File: src/rtl/axis_sample_fifo.sv
// rtl/axis_sample_fifo.sv - stereo sample FIFO with pair-aware admission and drop statistics
// Optional drop statistics enabled by defining AXIS_SAMPLE_FIFO_STATS_EN.
module axis_sample_fifo #(
  parameter int DATA_WIDTH = 24,
  parameter int DEPTH      = 16
) (
  input  logic                       clk,
  input  logic                       reset,
  input  logic [DATA_WIDTH-1:0]      s_axis_data,
  input  logic                       s_axis_valid,
  output logic                       s_axis_ready,
  input  logic                       s_axis_last,
  output logic [DATA_WIDTH-1:0]      m_axis_data,
  output logic                       m_axis_valid,
  input  logic                       m_axis_ready,
  output logic                       m_axis_last,
  output logic [$clog2(DEPTH):0]     o_level,
  input  logic                       i_clear_stats,
  output logic                       o_overflow,
  output logic [15:0]                o_drop_count
);
  localparam int AW = $clog2(DEPTH);
  localparam int LW = AW + 1;
  localparam logic [LW-1:0] DEPTH_L = LW'(DEPTH);
  localparam logic [LW-1:0] ONE_L   = LW'(1);
  localparam logic [LW-1:0] TWO_L   = LW'(2);

  logic [DATA_WIDTH:0] mem [DEPTH];
  logic [AW-1:0]       wr_ptr;
  logic [AW-1:0]       rd_ptr;
  logic [LW-1:0]       level;
  logic [LW-1:0]       free_cnt;
  logic                drop_pair;
  logic                drop_pair_next;
  logic                ready_q;
  logic                wr_en;
  logic                drop;
  logic                pop;

  assign s_axis_ready = ready_q;
  assign o_level      = level;
  assign free_cnt     = DEPTH_L - level;
  assign m_axis_valid = (level != '0);
  assign pop          = m_axis_valid && m_axis_ready;
  // Gate the head word so the outputs read as zero whenever nothing is stored.
  assign m_axis_data  = m_axis_valid ? mem[rd_ptr][DATA_WIDTH-1:0] : '0;
  assign m_axis_last  = m_axis_valid ? mem[rd_ptr][DATA_WIDTH] : 1'b0;

  // Admission uses the start-of-cycle level; a left sample needs room for its right partner.
  always_comb begin
    wr_en          = 1'b0;
    drop           = 1'b0;
    drop_pair_next = drop_pair;
    if (s_axis_valid && ready_q) begin
      if (!s_axis_last) begin
        if (free_cnt >= TWO_L) begin
          wr_en          = 1'b1;
          drop_pair_next = 1'b0;
        end else begin
          drop           = 1'b1;
          drop_pair_next = 1'b1;
        end
      end else if (drop_pair) begin
        drop           = 1'b1;
        drop_pair_next = 1'b0;
      end else if (free_cnt >= ONE_L) begin
        wr_en = 1'b1;
      end else begin
        drop = 1'b1;
      end
    end
  end

  always_ff @(posedge clk) begin
    if (wr_en) begin
      mem[wr_ptr] <= {s_axis_last, s_axis_data};
    end
  end

  always_ff @(posedge clk or posedge reset) begin
    if (reset) begin
      wr_ptr    <= '0;
      rd_ptr    <= '0;
      level     <= '0;
      drop_pair <= 1'b0;
      ready_q   <= 1'b0;
    end else begin
      ready_q   <= 1'b1;
      drop_pair <= drop_pair_next;
      if (wr_en) begin
        wr_ptr <= wr_ptr + 1'b1;
      end
      if (pop) begin
        rd_ptr <= rd_ptr + 1'b1;
      end
      case ({wr_en, pop})
        2'b10:   level <= level + ONE_L;
        2'b01:   level <= level - ONE_L;
        default: level <= level;
      endcase
    end
  end

`ifdef AXIS_SAMPLE_FIFO_STATS_EN
  always_ff @(posedge clk or posedge reset) begin
    if (reset) begin
      o_overflow   <= 1'b0;
      o_drop_count <= '0;
    end else if (i_clear_stats) begin
      o_overflow   <= 1'b0;
      o_drop_count <= '0;
    end else if (drop) begin
      o_overflow <= 1'b1;
      if (o_drop_count != 16'hFFFF) begin
        o_drop_count <= o_drop_count + 16'd1;
      end
    end
  end
`else
  logic unused_stats;
  assign unused_stats = i_clear_stats ^ drop;
  assign o_overflow   = 1'b0;
  assign o_drop_count = '0;
`endif

endmodule

File: config.mk
export PLATFORM = sky130hd
export DESIGN_NAME = axis_sample_fifo
export DESIGN_NICKNAME = d
export VERILOG_FILES = /design/src/rtl/axis_sample_fifo.sv
export SDC_FILE = /design/constraint.sdc
export NUM_CORES = 1
export LEC_CHECK = 0
export CORE_ASPECT_RATIO = 1.4
export CORE_UTILIZATION = 61
export DETAILED_ROUTE_END_ITERATION = 12
export MAX_ROUTING_LAYER = met4
export PLACE_DENSITY = 0.8
export SLEW_MARGIN = 15
export SYNTH_ARGS = -nofsm -noshare
export SYNTH_HDL_FRONTEND = slang
export SYNTH_SLANG_ARGS = --single-unit
export TNS_END_PERCENT = 10
File: constraint.sdc
create_clock -name clk -period 6.24 [get_ports clk]
set_clock_uncertainty 0.1 [all_clocks]
set_input_delay 1.56 -clock clk [delete_from_list [all_inputs] [get_ports clk]]
set_output_delay 1.56 -clock clk [all_outputs]
set_load 0.005 [all_outputs]
# Word-level counts from Yosys, hierarchy flattened
# Memories as Yosys holds them, arrays and structs flattened.
# Cells that the tools add are included.
dict set report word_totals {
  register_bits 15
  latch_bits 0
  mem_count 1
  rom_bits 0
  input_bits 30
  out_inout_bits 49
  elab_cells 31
  ram_bits 400
}
dict set report classes {
  mux 12
  div_mod_pow 0
  n_shift 0
  bitwise_logic 0
  order_cmp 2
  n_reduce_logical 4
  addsub 5
  eq_ne 2
  multipliers 0
}
# memory words word_bits rd rd_clocked_by_memory_dff write_ports line_no
set memory_table {}
lappend memory_table {mem 16 25 1 0 1 28} ;# logic [DATA_WIDTH:0] mem [DEPTH];
# cell count
set op_table {}
lappend op_table {{2-to-1 mux 24 bit} 1}
lappend op_table {{2-to-1 mux 1 bit} 10}
lappend op_table {{case mux 5 bit (2 select lines)} 1}
lappend op_table {{adder 4 x 1 -> 4 bit (second input constant)} 2}
lappend op_table {{adder 5 x 1 -> 5 bit (second input constant)} 1}
lappend op_table {{greater-or-equal comparator 5 x 1 -> 1 bit (second input constant)} 1}
lappend op_table {{greater-or-equal comparator 5 x 2 -> 1 bit (second input constant)} 1}
lappend op_table {{nonzero test 5 bit} 1}
lappend op_table {{subtractor 5 x 1 -> 5 bit (second input constant)} 1}
lappend op_table {{subtractor 5 bit (first input constant)} 1}
lappend op_table {{== test 2 x 1 -> 1 bit (second input constant)} 1}
lappend op_table {{== test 2 bit (second input constant)} 1}
lappend op_table {{logical AND 1 bit} 2}
lappend op_table {{nonzero test 2 bit} 1}

# Logic depth before layout (Yosys ltp)
# Gate-level depths: netlist of run 1.
dict set report logic_depth {
  word_depth 8
  ltp_mapped 18
  ltp_nobuf 15
}

# Worst setup path before layout of run 1
# Ideal clock, no wire load.
dict set report synth_timing {
  path_type {input to register}
  from {input s_axis_last}
  to {register level[4] (netlist: o_level[4])}
  path_buffers 2
  setup_ns 0.080
  arrival_time_ns 3.583
  required_ns 6.060
  setup_slack_ns 2.477
  path_stages 13
  cell_sequence {nor2_1 -> a31o_2 -> a31oi_4 -> buf_6 -> inv_1 -> ha_1 -> clkbuf_1 -> xor2_1 -> ha_1 -> nor2b_1 -> a31oi_1 -> o32ai_1 -> xnor2_1}
}
dict set report synth_via {
  elab_chain_cells 4
  word_cells_on_any_way 6
  classes_between {eq/ne: 2; mux: 3; reduce/logical: 1}
}
# element line_no
set synth_lines {}
lappend synth_lines {{from (decl)} 12} ;# input logic s_axis_last,
lappend synth_lines {{2-to-1 mux 1 bit *} 55} ;# if (!s_axis_last) begin
lappend synth_lines {{2-to-1 mux 1 bit *} 54} ;# if (s_axis_valid && ready_q) begin
lappend synth_lines {{== test 2 x 1 -> 1 bit or == test 2 bit (tied branches)} 96} ;# case ({wr_en, pop})
lappend synth_lines {{case mux 5 bit (2 select lines) or nonzero test 2 bit (tied branches)} --}
lappend synth_lines {{to (signal assigned)} 97} ;# 2'b10: level <= level + ONE_L;
lappend synth_lines {{to (signal assigned)} 98} ;# 2'b01: level <= level - ONE_L;
lappend synth_lines {{to (signal assigned)} 99} ;# default: level <= level;
lappend synth_lines {{to (decl)} 31} ;# logic [LW-1:0] level;
# Mark *: on every way between the ends. The rest lies on a longest branch, timed or not.
# A chain may end at the register's enable or synchronous reset.

# Worst setup path after layout of run 1
dict set report layout_timing {
  from {register level[0] (netlist: o_level[0])}
  to {output m_axis_data[22]}
}
dict set report layout_via {
  elab_chain_cells 2
}
# element line_no
set layout_lines {}
lappend layout_lines {{nonzero test 5 bit} 43} ;# assign m_axis_valid = (level != '0);
lappend layout_lines {{2-to-1 mux 24 bit} 46} ;# assign m_axis_data = m_axis_valid ? mem[rd_ptr][DATA_WIDTH-1:0] : '0;
lappend layout_lines {{to (decl)} 13} ;# output logic [DATA_WIDTH-1:0] m_axis_data,
# Every way passes these cells.

==> out/qor.yml, run 1 <==
status: "complete, no violations"
power_density_nw_per_um2: 438
endpoint_kind: "output port"
synth_seq_cells: 415
avgSynthCellArea_um2: 19.9
place_ws_ps: 1250
irDropWorstVdd_mv: 0.356
busiest_layer: "met2"
fmax_ghz: 0.188
grt-ovfl-total: 0
ctsLongestPathBuffers: 3
critPathLaunchType: "register"
fin_setup_tns_ps: 0
crit_fanout: 10
clkSinkCount: 415
synth-edff-count: 400
final.setup.worst_slack_ps: 919
dr.pass1.iters: 5
vias_per_cell: 6.34
grt_antenna_before_repair: 1
finalMaxSlewViolations: 0
ys_seq_area_frac: 0.747
power_uw: 8230
hold_class: "reg2reg"
setup_viol: 0
grt_pass1_wl_um: 48900
finalNonFillerCells: 1298
final_common_cell: "edfxtp_1"
grt_use_met1: 0.315
grt_max_degree: 62
place_congestion: 0.787
critPathArrivalTime_ps: 3660
final_net_count: 948
postRouteAntennaNets: 0
dp.cells: 1232
rsz0062_at_grt: "no"
cap_violations: 0
grt_use_total: 0.251
use_met3: 0.0347
die_height_um: 197
required_ps: 4580
rows: 71
clock_latency_ps: 520
cp.buffers_inverters: 4
fp.dieW_um: 141
drt-total-wl_um: 33000
design.die.area_um2: 27900
ys.flop_type: "edfxtp_1"
slew_headroom: 0.330
synthCells: 832
fillCellCount: 1611
post-route-period-util: 0.853
area_delta_synth_final_pct: 13.3
coreArea_um2: 26800
grt_util_met2: 0.409
cts.repair.resized: 0
remaining_drc_errors: 0
fin_util: 0.700
cts_buffers: 37
slowest_delay_ps: 600
syn_area_um2: 16600
hold_buffers: 0
grt_pass1_vias: 8304
dpl.hpwl_um: 17600
clk_pin_slew_worst_paths_ps: 60
p_leak_uw: 0.00613
path_delay_family: "buffers and inverters"
drive_above_1_share: 0.239
cts_tree: "done"
period_needed_ps: 5320
crit_slowest_cell: "clkdlybuf4s50_1"
drt_iter0_drc: 891
worst_pin_slew_ps: 1000
synth_cell_type_count: 45
root_buffer: "clkbuf_16"
worstPathCellList: "inv_1 -> ha_1 -> nor3b_1 -> ha_1 -> inv_1 -> and3_1 -> buf_4 -> a22oi_1 -> o31ai_1 -> clkdlybuf4s50_1"
path_class: "reg2out"
hold_viol_final: 0
avgRoutedWirePerCell_um: 25.5
cts_max_level: 2
final_cell_mix: "edfxtp_1 (400), mux2_2 (102), clkdlybuf4s50_1 (60)"
ys.warnings.count: 0
initial_core_util: 0.618
cts_setup_buffers: 0
async_reset_ff_frac: 0.0361
num_vias: 8229
ioPinCount: 79
numPortBuffers: 60
cell type report:
class / count / area [um^2] / area share
tap: 365 / 457 / 0.0243
clock inverter: 15 / 210 / 0.0112
timing repair buffer: 83 / 811 / 0.0432
clock buffer: 50 / 1050 / 0.0557
antenna: 1 / 2.50 / 0.000133
sequential: 415 / 12400 / 0.660
multi-input combinational: 360 / 3830 / 0.204
inverter: 9 / 33.8 / 0.00180
report_power, final:
| part | total (uW) | switching [uW] | internal (uW) |
|---|---|---|---|
| Sequential | 3470 | 223 | 3240 |
| Clock | 2350 | 957 | 1390 |
| Combinational | 2420 | 1170 | 1250 |
| Total | 8230 | 2350 | 5880 |
Yosys cell counts (all sizes together) (3+ instances only):
cell type	instances	area, um^2
clkbuf	11	41.3
o21ai	3	15.0
buf	53	358
o31ai	25	188
and3	13	85.1
a21oi	3	15.0
nor3b	4	46.3
xor2	7	68.8
nor2	3	11.3
mux4	50	1200
inv	9	33.8
nand3	4	20.0
xnor2	6	52.6
dfrtp	15	375
edfxtp	400	12000
ha	12	150
and2	5	31.3
a22oi	25	188
mux2	103	1160
nor2b	6	37.5
o22ai	50	313
nand2	6	22.5
flip-flops by register name (all words and copies together) (netlist names):
signal	count
drop_pair	1
mem	400
o_level	5
rd_ptr	4
s_axis_ready	1
wr_ptr	4
worst min-delay path: stages (launching register included):
cell and delay (ps):
dfrtp_1 370, nand2_1 50, o21ai_0 60
per-layer routing:
metal  routed length, um  vias up
met2               16800      367
met3                1970      110
met1               12900     4218
li1                    -     3534
met4                1400        0
met5                   0        -
worst paths after layout:
check	startpoint	endpoint	slack, ps	cells after the start
setup / recovery	o_level[0]$_DFFE_PP0P_	m_axis_data[22]	920	10
hold / removal	drop_pair$_DFFE_PP0P_	drop_pair$_DFFE_PP0P_	420	2
setup reg to reg	o_level[0]$_DFFE_PP0P_	o_level[4]$_DFFE_PP0P_	2470	15
hold reg to reg	drop_pair$_DFFE_PP0P_	drop_pair$_DFFE_PP0P_	420	2
max in group asynchronous	reset	rd_ptr[0]$_DFFE_PP0P_	4270	2
min in group asynchronous	reset	o_level[2]$_DFFE_PP0P_	1310	2
logic make-up (layout without fill, tap and decap cells):
| kind of cell | count (synthesis) | after routing | synth area share |
|---|---|---|---|
| other cells | 2 | 19 | 0.000453 |
| fa+ha+maj | 12 | 12 | 0.00905 |
| mux | 153 | 153 | 0.142 |
| flops | 415 | 415 | 0.747 |
| compound gates | 115 | 115 | 0.0490 |
| xor+xnor | 13 | 13 | 0.00732 |
| simple gates | 49 | 49 | 0.0189 |
| buf+inv | 73 | 157 | 0.0261 |
stage by stage:
stage                     hold WS [ps]  instance area [um^2]
after floorplan                    372                 16600
after global placement             392                 17500
after detailed placement           411                 17500
after CTS                          427                 18800
after global routing               454                 18800
final                              421                 18800
Power figures use the tool's default switching activity.
==> run 2: changes to the inputs <==
--- a/config.mk
+++ b/config.mk
@@ -8,9 +8,10 @@
 export CORE_ASPECT_RATIO = 1.4
 export CORE_UTILIZATION = 61
 export DETAILED_ROUTE_END_ITERATION = 12
+export DONT_BUFFER_PORTS = 1
 export MAX_ROUTING_LAYER = met4
-export PLACE_DENSITY = 0.8
-export SLEW_MARGIN = 15
+export PLACE_DENSITY = 0.76
+export SLEW_MARGIN = 20
 export SYNTH_ARGS = -nofsm -noshare
 export SYNTH_HDL_FRONTEND = slang
 export SYNTH_SLANG_ARGS = --single-unit
==> run 2 against run 1 <==
Net effect:
- via count down 3.6%
- largest power group unchanged
- sequential share of layout area is 2.6 points higher
- cell area shrank 3.8%
- fmax rose by 4.0%
- first-iteration DRC count fell by 12%
==> out/qor.yml, run 2 (synthesized netlist as in run 1, its figures left out) <==
status: "complete, no violations"
grt_max_degree: 109  # +76%
multi_input_area_um2: 3840  # +0.13%
area_delta_synth_final_pct: 9.02
dp.cells: 1166  # -5.4%
hold_viol_final: 0  # unchanged
swShare: 0.293  # +0.00719
slew_headroom: 0.272  # -0.0587
design.die.area_um2: 27900  # unchanged
clkSinkCount: 415  # unchanged
cts_setup_buffers: 0  # unchanged
drt-met1-wl_um: 12400  # -3.5%
cts.repair.resized: 0  # unchanged
p_clk_frac: 0.295  # +0.010
endpoint_kind: "output port"
grt_use_total: 0.255  # +0.00416
seqPwrFrac: 0.452  # +0.031
grt_antenna_before_repair: 0  # -1
finalMaxSlewViolations: 0  # unchanged
fmax_ghz: 0.195  # +4.0%
top_register: "mem"
drt-total-wl_um: 33500  # +1.3%
vias_per_cell: 6.45  # +1.8%
fin_setup_tns_ps: 0  # unchanged
dr_wl_met3_um: 2460  # +25%
rr_worst_depth: 15  # unchanged
cts_max_level: 2  # unchanged
cts_tree: "done"
regArea_um2: 12400  # unchanged
final_common_cell: "edfxtp_1"
dr_wl_met2_um: 17300  # +3.2%
final_net_count: 882  # -7.0%
place_congestion: 0.746  # -5.2%
required_ps: 4580  # about the same
hold_buffers: 0  # unchanged
reg2reg_from: "o_level[0]$_DFFE_PP0P_"
fillCellCount: 1688  # +4.8%
grt_pass1_wl_um: 49300  # +0.76%
largest_reg_flops: 400  # unchanged
period_needed_ps: 5120  # -203 ps
top_layer_used: "met4"
irDropWorstVdd_mv: 0.438  # +23%
post-route-period-util: 0.820  # -0.0325
die_height_um: 197  # unchanged
min_path_cells: 2  # unchanged
finalNonFillerCells: 1230  # -5.2%
r2r_slack_ps: 2310  # -160 ps
ioPinCount: 79  # unchanged
critPathArrivalTime_ps: 3460  # -200 ps
postRouteAntennaNets: 0  # unchanged
hold_start: "drop_pair$_DFFE_PP0P_"
worst_pin_slew_ps: 1090  # +88.0 ps
coreArea_um2: 26800  # unchanged
switching_power_uw: 2280  # -3.3%
drt_iter0_drc: 780  # -12%
root_buffer: "clkbuf_16"
p_int_uw: 5490  # -6.6%
fp.dieW_um: 141  # unchanged
p_comb_frac: 0.252  # -0.042
grt_pass1_vias: 8194  # -1.3%
numPortBuffers: 0  # -100%
cts_buffers: 37  # unchanged
setup_viol: 0  # unchanged
grt-ovfl-total: 0  # unchanged
hold_path_end: "drop_pair$_DFFE_PP0P_"
rows: 71  # unchanged
power_uw: 7760  # -5.7%
critPathLaunchType: "register"
initial_core_util: 0.618  # unchanged
clk_pin_slew_worst_paths_ps: 70  # about the same
final_cell_mix: "edfxtp_1 (400), mux2_2 (102), o22ai_1 (50)"
dpl.hpwl_um: 18100  # +3.1%
drive_above_1_share: 0.252  # +0.0128
timing.rr.end: "o_level[4]$_DFFE_PP0P_"
path_class: "reg2out"
dr.pass1.iters: 5  # unchanged
avgRoutedWirePerCell_um: 27.2  # +6.9%
clock_latency_ps: 520  # about the same
remaining_drc_errors: 0  # unchanged
diodes: 0  # -1
num_vias: 7936  # -3.6%
rsz0062_at_grt: "no"
hold_class: "reg2reg"
cap_violations: 0  # unchanged
power_density_nw_per_um2: 429  # -2.0%
crit_fanout: 15  # +5
ctsLongestPathBuffers: 3  # unchanged
p_leak_uw: 0.00586  # -4.5%
## run 2: cell types whose count changed in the layout (fill, tap and decap cells not counted), sizes merged
cell | before | now
buf | 23 | 17
clkbuf | 50 | 45
clkdlybuf4s50 | 60 | 0
clkinv | 6 | 12
clkinvlp | 2 | 1
diode | 1 | 0
inv | 11 | 10
## run 2: worst max path at each step
| stage | start | endpoint | slack, ps | cells after the start |
|---|---|---|---|---|
| 5_1_grt | o_level[0]$_DFFE_PP0P_ | m_axis_data[21] | 960 | 9 |
| 3_3_place_gp | o_level[0]$_DFFE_PP0P_ | m_axis_data[13] | 1720 | 9 |
| 3_5_place_dp | o_level[0]$_DFFE_PP0P_ | m_axis_data[13] | 1690 | 9 |
| 2_1_floorplan | s_axis_last | o_level[4]$_DFFE_PP0P_ | 2480 | 13 |
| 4_1_cts | o_level[0]$_DFFE_PP0P_ | m_axis_data[13] | 1060 | 9 |
| 6_report | o_level[0]$_DFFE_PP0P_ | m_axis_data[21] | 1120 | 9 |
## run 2: power by group through the flow
stage | Clock [uW] | Combinational (uW) | Sequential [uW]
floorplan | 0 | 1690 | 3360
global route | 2410 | 2100 | 3540
global placement | 0 | 1900 | 3550
finish | 2290 | 1960 | 3510
detailed placement | 0 | 1960 | 3570
CTS | 2320 | 1970 | 3510
## run 2: stage by stage
stage / setup WS [ps] / hold WS [ps] / util / instance area [um^2]
finish: 1120 / 451 / 0.674 / 18100
global route: 962 / 465 / 0.674 / 18100
detailed placement: 1690 / 439 / 0.629 / 16900
global placement: 1720 / 402 / 0.629 / 16900
floorplan: 2480 / 372 / - / 16600
CTS: 1060 / 455 / 0.674 / 18100
## run 2: worst max-delay path: stages (launching register included)
cell	delay, ps
dfrtp_1	540
inv_1	140
ha_1	250
nor3b_1	160
ha_1	280
inv_1	130
and3_1	750
buf_4	360
a22oi_1	120
o31ai_1	200
## run 2: cell type report
cell class                 count  area share
sequential                   415       0.685
clock inverter                19      0.0122
tap                          365      0.0253
clock buffer                  45      0.0552
timing repair buffer          17     0.00775
inverter                       9     0.00187
multi-input combinational    360       0.212
## run 2: metal layers
metal / GRT usage / vias to the layer above
met5: - / -
met4: 0.105 / 0
met3: 0.0473 / 95
met2: 0.424 / 367
met1: 0.311 / 4076
li1: - / 3398
==> run 3: changes to the inputs <==
==> constraint.sdc (replaced) <==
create_clock -name clk -period 4.9 [get_ports clk]
set_clock_uncertainty 0.1 [all_clocks]
set_input_delay 1.225 -clock clk [delete_from_list [all_inputs] [get_ports clk]]
set_output_delay 1.225 -clock clk [all_outputs]
set_load 0.005 [all_outputs]
==> run 3 against run 2 <==
Net effect:
- wire length down 0.64%
- flip-flop and latch count did not move
- worst hold slack improved by 4.6 ps
- critical endpoint is now m_axis_data[1]
- largest cell class unchanged
- highest routed layer unchanged
==> out/qor.yml, run 3 (synthesized netlist as in run 1, its figures left out) <==
vias_per_cell: 6.38  # -1.1%
root_buffer: "clkbuf_16"
critical_path_depth: 9  # unchanged
cts_max_level: 2  # unchanged
path_delay_family: "simple AND/OR/NAND/NOR gates"
r2r_slack_ps: 1000  # -1310 ps
hold_buffers: 0  # unchanged
place_congestion: 0.800  # +7.3%
design.die.area_um2: 27900  # unchanged
final_cell_mix: "edfxtp_1 (400), mux2_2 (102), o22ai_1 (50)"
critPathLaunchType: "register"
crit_end: "m_axis_data[1]"
numPortBuffers: 0  # unchanged
drt-total-wl_um: 33300  # -0.64%
crit_slowest_cell: "dfrtp_1"
diodes: 0  # unchanged
hold_class: "reg2reg"
cts_setup_buffers: 0  # unchanged
dr.pass1.iters: 5  # unchanged
num_vias: 7930  # -0.076%
post-route-period-util: 0.901
required_ps: 3580  # -1000 ps
critPathArrivalTime_ps: 3090  # -370 ps
p_comb_frac: 0.259  # +0.007
slew_headroom: 0.360  # +0.0884
switching_power_uw: 2900  # +28%
reg2reg_from: "o_level[0]$_DFFE_PP0P_"
final.setup.worst_slack_ps: 484  # -638 ps
swShare: 0.292  # -0.00106
ioPinCount: 79  # unchanged
grt_pass1_wl_um: 49500  # +0.56%
die_height_um: 197  # unchanged
power_density_nw_per_um2: 546  # +27%
final_common_cell: "edfxtp_1"
slowest_delay_ps: 540  # -210 ps
fillCellCount: 1701  # +0.77%
grt_pass1_vias: 8391  # +2.4%
fp.dieW_um: 141  # unchanged
drive_above_1_share: 0.257  # +0.00538
finalMaxSlewViolations: 0  # unchanged
seqPwrFrac: 0.449  # -0.003
crit_fanout: 12  # -3
worst_pin_slew_ps: 960  # -133 ps
grt_use_total: 0.257  # +0.00120
rr_worst_depth: 15  # unchanged
rsz0062_at_grt: "no"
rows: 71  # unchanged
remaining_drc_errors: 0  # unchanged
p_leak_uw: 0.00592  # +1.0%
grt_max_degree: 64  # -41%
top_register: "mem"
irDropWorstVdd_mv: 0.425  # -3.0%
final_net_count: 892  # +1.1%
coreArea_um2: 26800  # unchanged
place_ws_ps: 975  # -712 ps
hold_viol_final: 0  # unchanged
grt-ovfl-total: 0  # unchanged
avgRoutedWirePerCell_um: 26.8  # -1.7%
dpl.hpwl_um: 18600  # +2.8%
cp-startpoint: "o_level[0]$_DFFE_PP0P_"
fmax_ghz: 0.226
area_delta_synth_final_pct: 9.66
cp.buffers_inverters: 3  # unchanged
drt_iter0_drc: 649  # -17%
fin_setup_tns_ps: 0  # unchanged
clk_pin_slew_worst_paths_ps: 60  # about the same
largest_reg_flops: 400  # unchanged
initial_core_util: 0.618  # unchanged
cap_violations: 0  # unchanged
p_int_uw: 7040  # +28%
clkSinkCount: 415  # unchanged
p_clk_frac: 0.292  # -0.003
cts_tree: "done"
cts.repair.resized: 0  # unchanged
period_needed_ps: 4420
ctsLongestPathBuffers: 3  # unchanged
path_class: "reg2out"
worstPathCellList: "inv_1 -> ha_1 -> nor3b_1 -> ha_1 -> inv_1 -> and3_1 -> buf_4 -> a22oi_1 -> o31ai_1"
clock_latency_ps: 510  # about the same
status: "complete, no violations"
setup_viol: 0  # unchanged
grt_antenna_before_repair: 0  # unchanged
endpoint_kind: "output port"
cts_buffers: 37  # unchanged
timing.rr.end: "o_level[4]$_DFFE_PP0P_"
postRouteAntennaNets: 0  # unchanged
==> run 3: layout make-up <==
cell class | count | area, um^2 | area share
repair buffers | 27 | 253 | 0.0139
well taps | 365 | 457 | 0.0251
multi-input cells | 360 | 3830 | 0.211
inverters | 9 | 33.8 | 0.00186
flip-flops and latches | 415 | 12400 | 0.681
clock inverters | 17 | 180 | 0.00991
clock buffers | 50 | 1040 | 0.0570
==> run 3: worst min path at each step <==
stage                     startpoint                     to  slack [ps]  depth (start not counted)
3_5_place_dp   drop_pair$_DFFE_PP0P_  drop_pair$_DFFE_PP0P_         430                          2
2_1_floorplan  drop_pair$_DFFE_PP0P_  drop_pair$_DFFE_PP0P_         370                          2
4_1_cts        drop_pair$_DFFE_PP0P_  drop_pair$_DFFE_PP0P_         450                          2
6_report       wr_ptr[2]$_DFFE_PP0P_  wr_ptr[2]$_DFFE_PP0P_         460                          1
3_3_place_gp   drop_pair$_DFFE_PP0P_  drop_pair$_DFFE_PP0P_         390                          2
5_1_grt        drop_pair$_DFFE_PP0P_  drop_pair$_DFFE_PP0P_         490                          2
==> run 3: power groups by stage <==
stage / registers (uW) / logic (uW) / clock network, uW
after floorplan: 4280 / 2150 / 0
after global placement: 4520 / 2490 / 0
after detailed placement: 4550 / 2580 / 0
after CTS: 4470 / 2600 / 2930
after global routing: 4500 / 2750 / 3060
final: 4470 / 2570 / 2900
==> run 3: worst reg2reg max path: stages, from the launching register on <==
cell	delay [ps]
dfrtp_1	540
inv_1	140
ha_1	240
nor3b_1	140
ha_1	310
nand2_1	50
a31o_2	290
a31oi_4	390
inv_1	140
ha_1	320
xor2_1	200
ha_1	210
nor2b_1	210
a31oi_1	110
o32ai_1	280
xnor2_1	160
==> run 3: routing by layer <==
| layer | track usage | part of all wire | vias to the layer above |
|---|---|---|---|
| li1 | - | - | 3415 |
| met2 | 0.426 | 0.52 | 344 |
| met5 | - | 0 | - |
| met1 | 0.314 | 0.37 | 4079 |
| met3 | 0.0463 | 0.073 | 92 |
| met4 | 0.105 | 0.034 | 0 |
==> run 3: per-stage QoR <==
step	util	cell area (um^2)	power [uW]	hold WS (ps)	cells
floorplan	-	16600	6430	372	848
global placement	0.633	17000	7010	392	1176
detailed placement	0.633	17000	7130	433	1176
CTS	0.678	18200	10000	446	1243
global route	0.678	18200	10300	485	1243
finish	0.678	18200	9940	456	1243
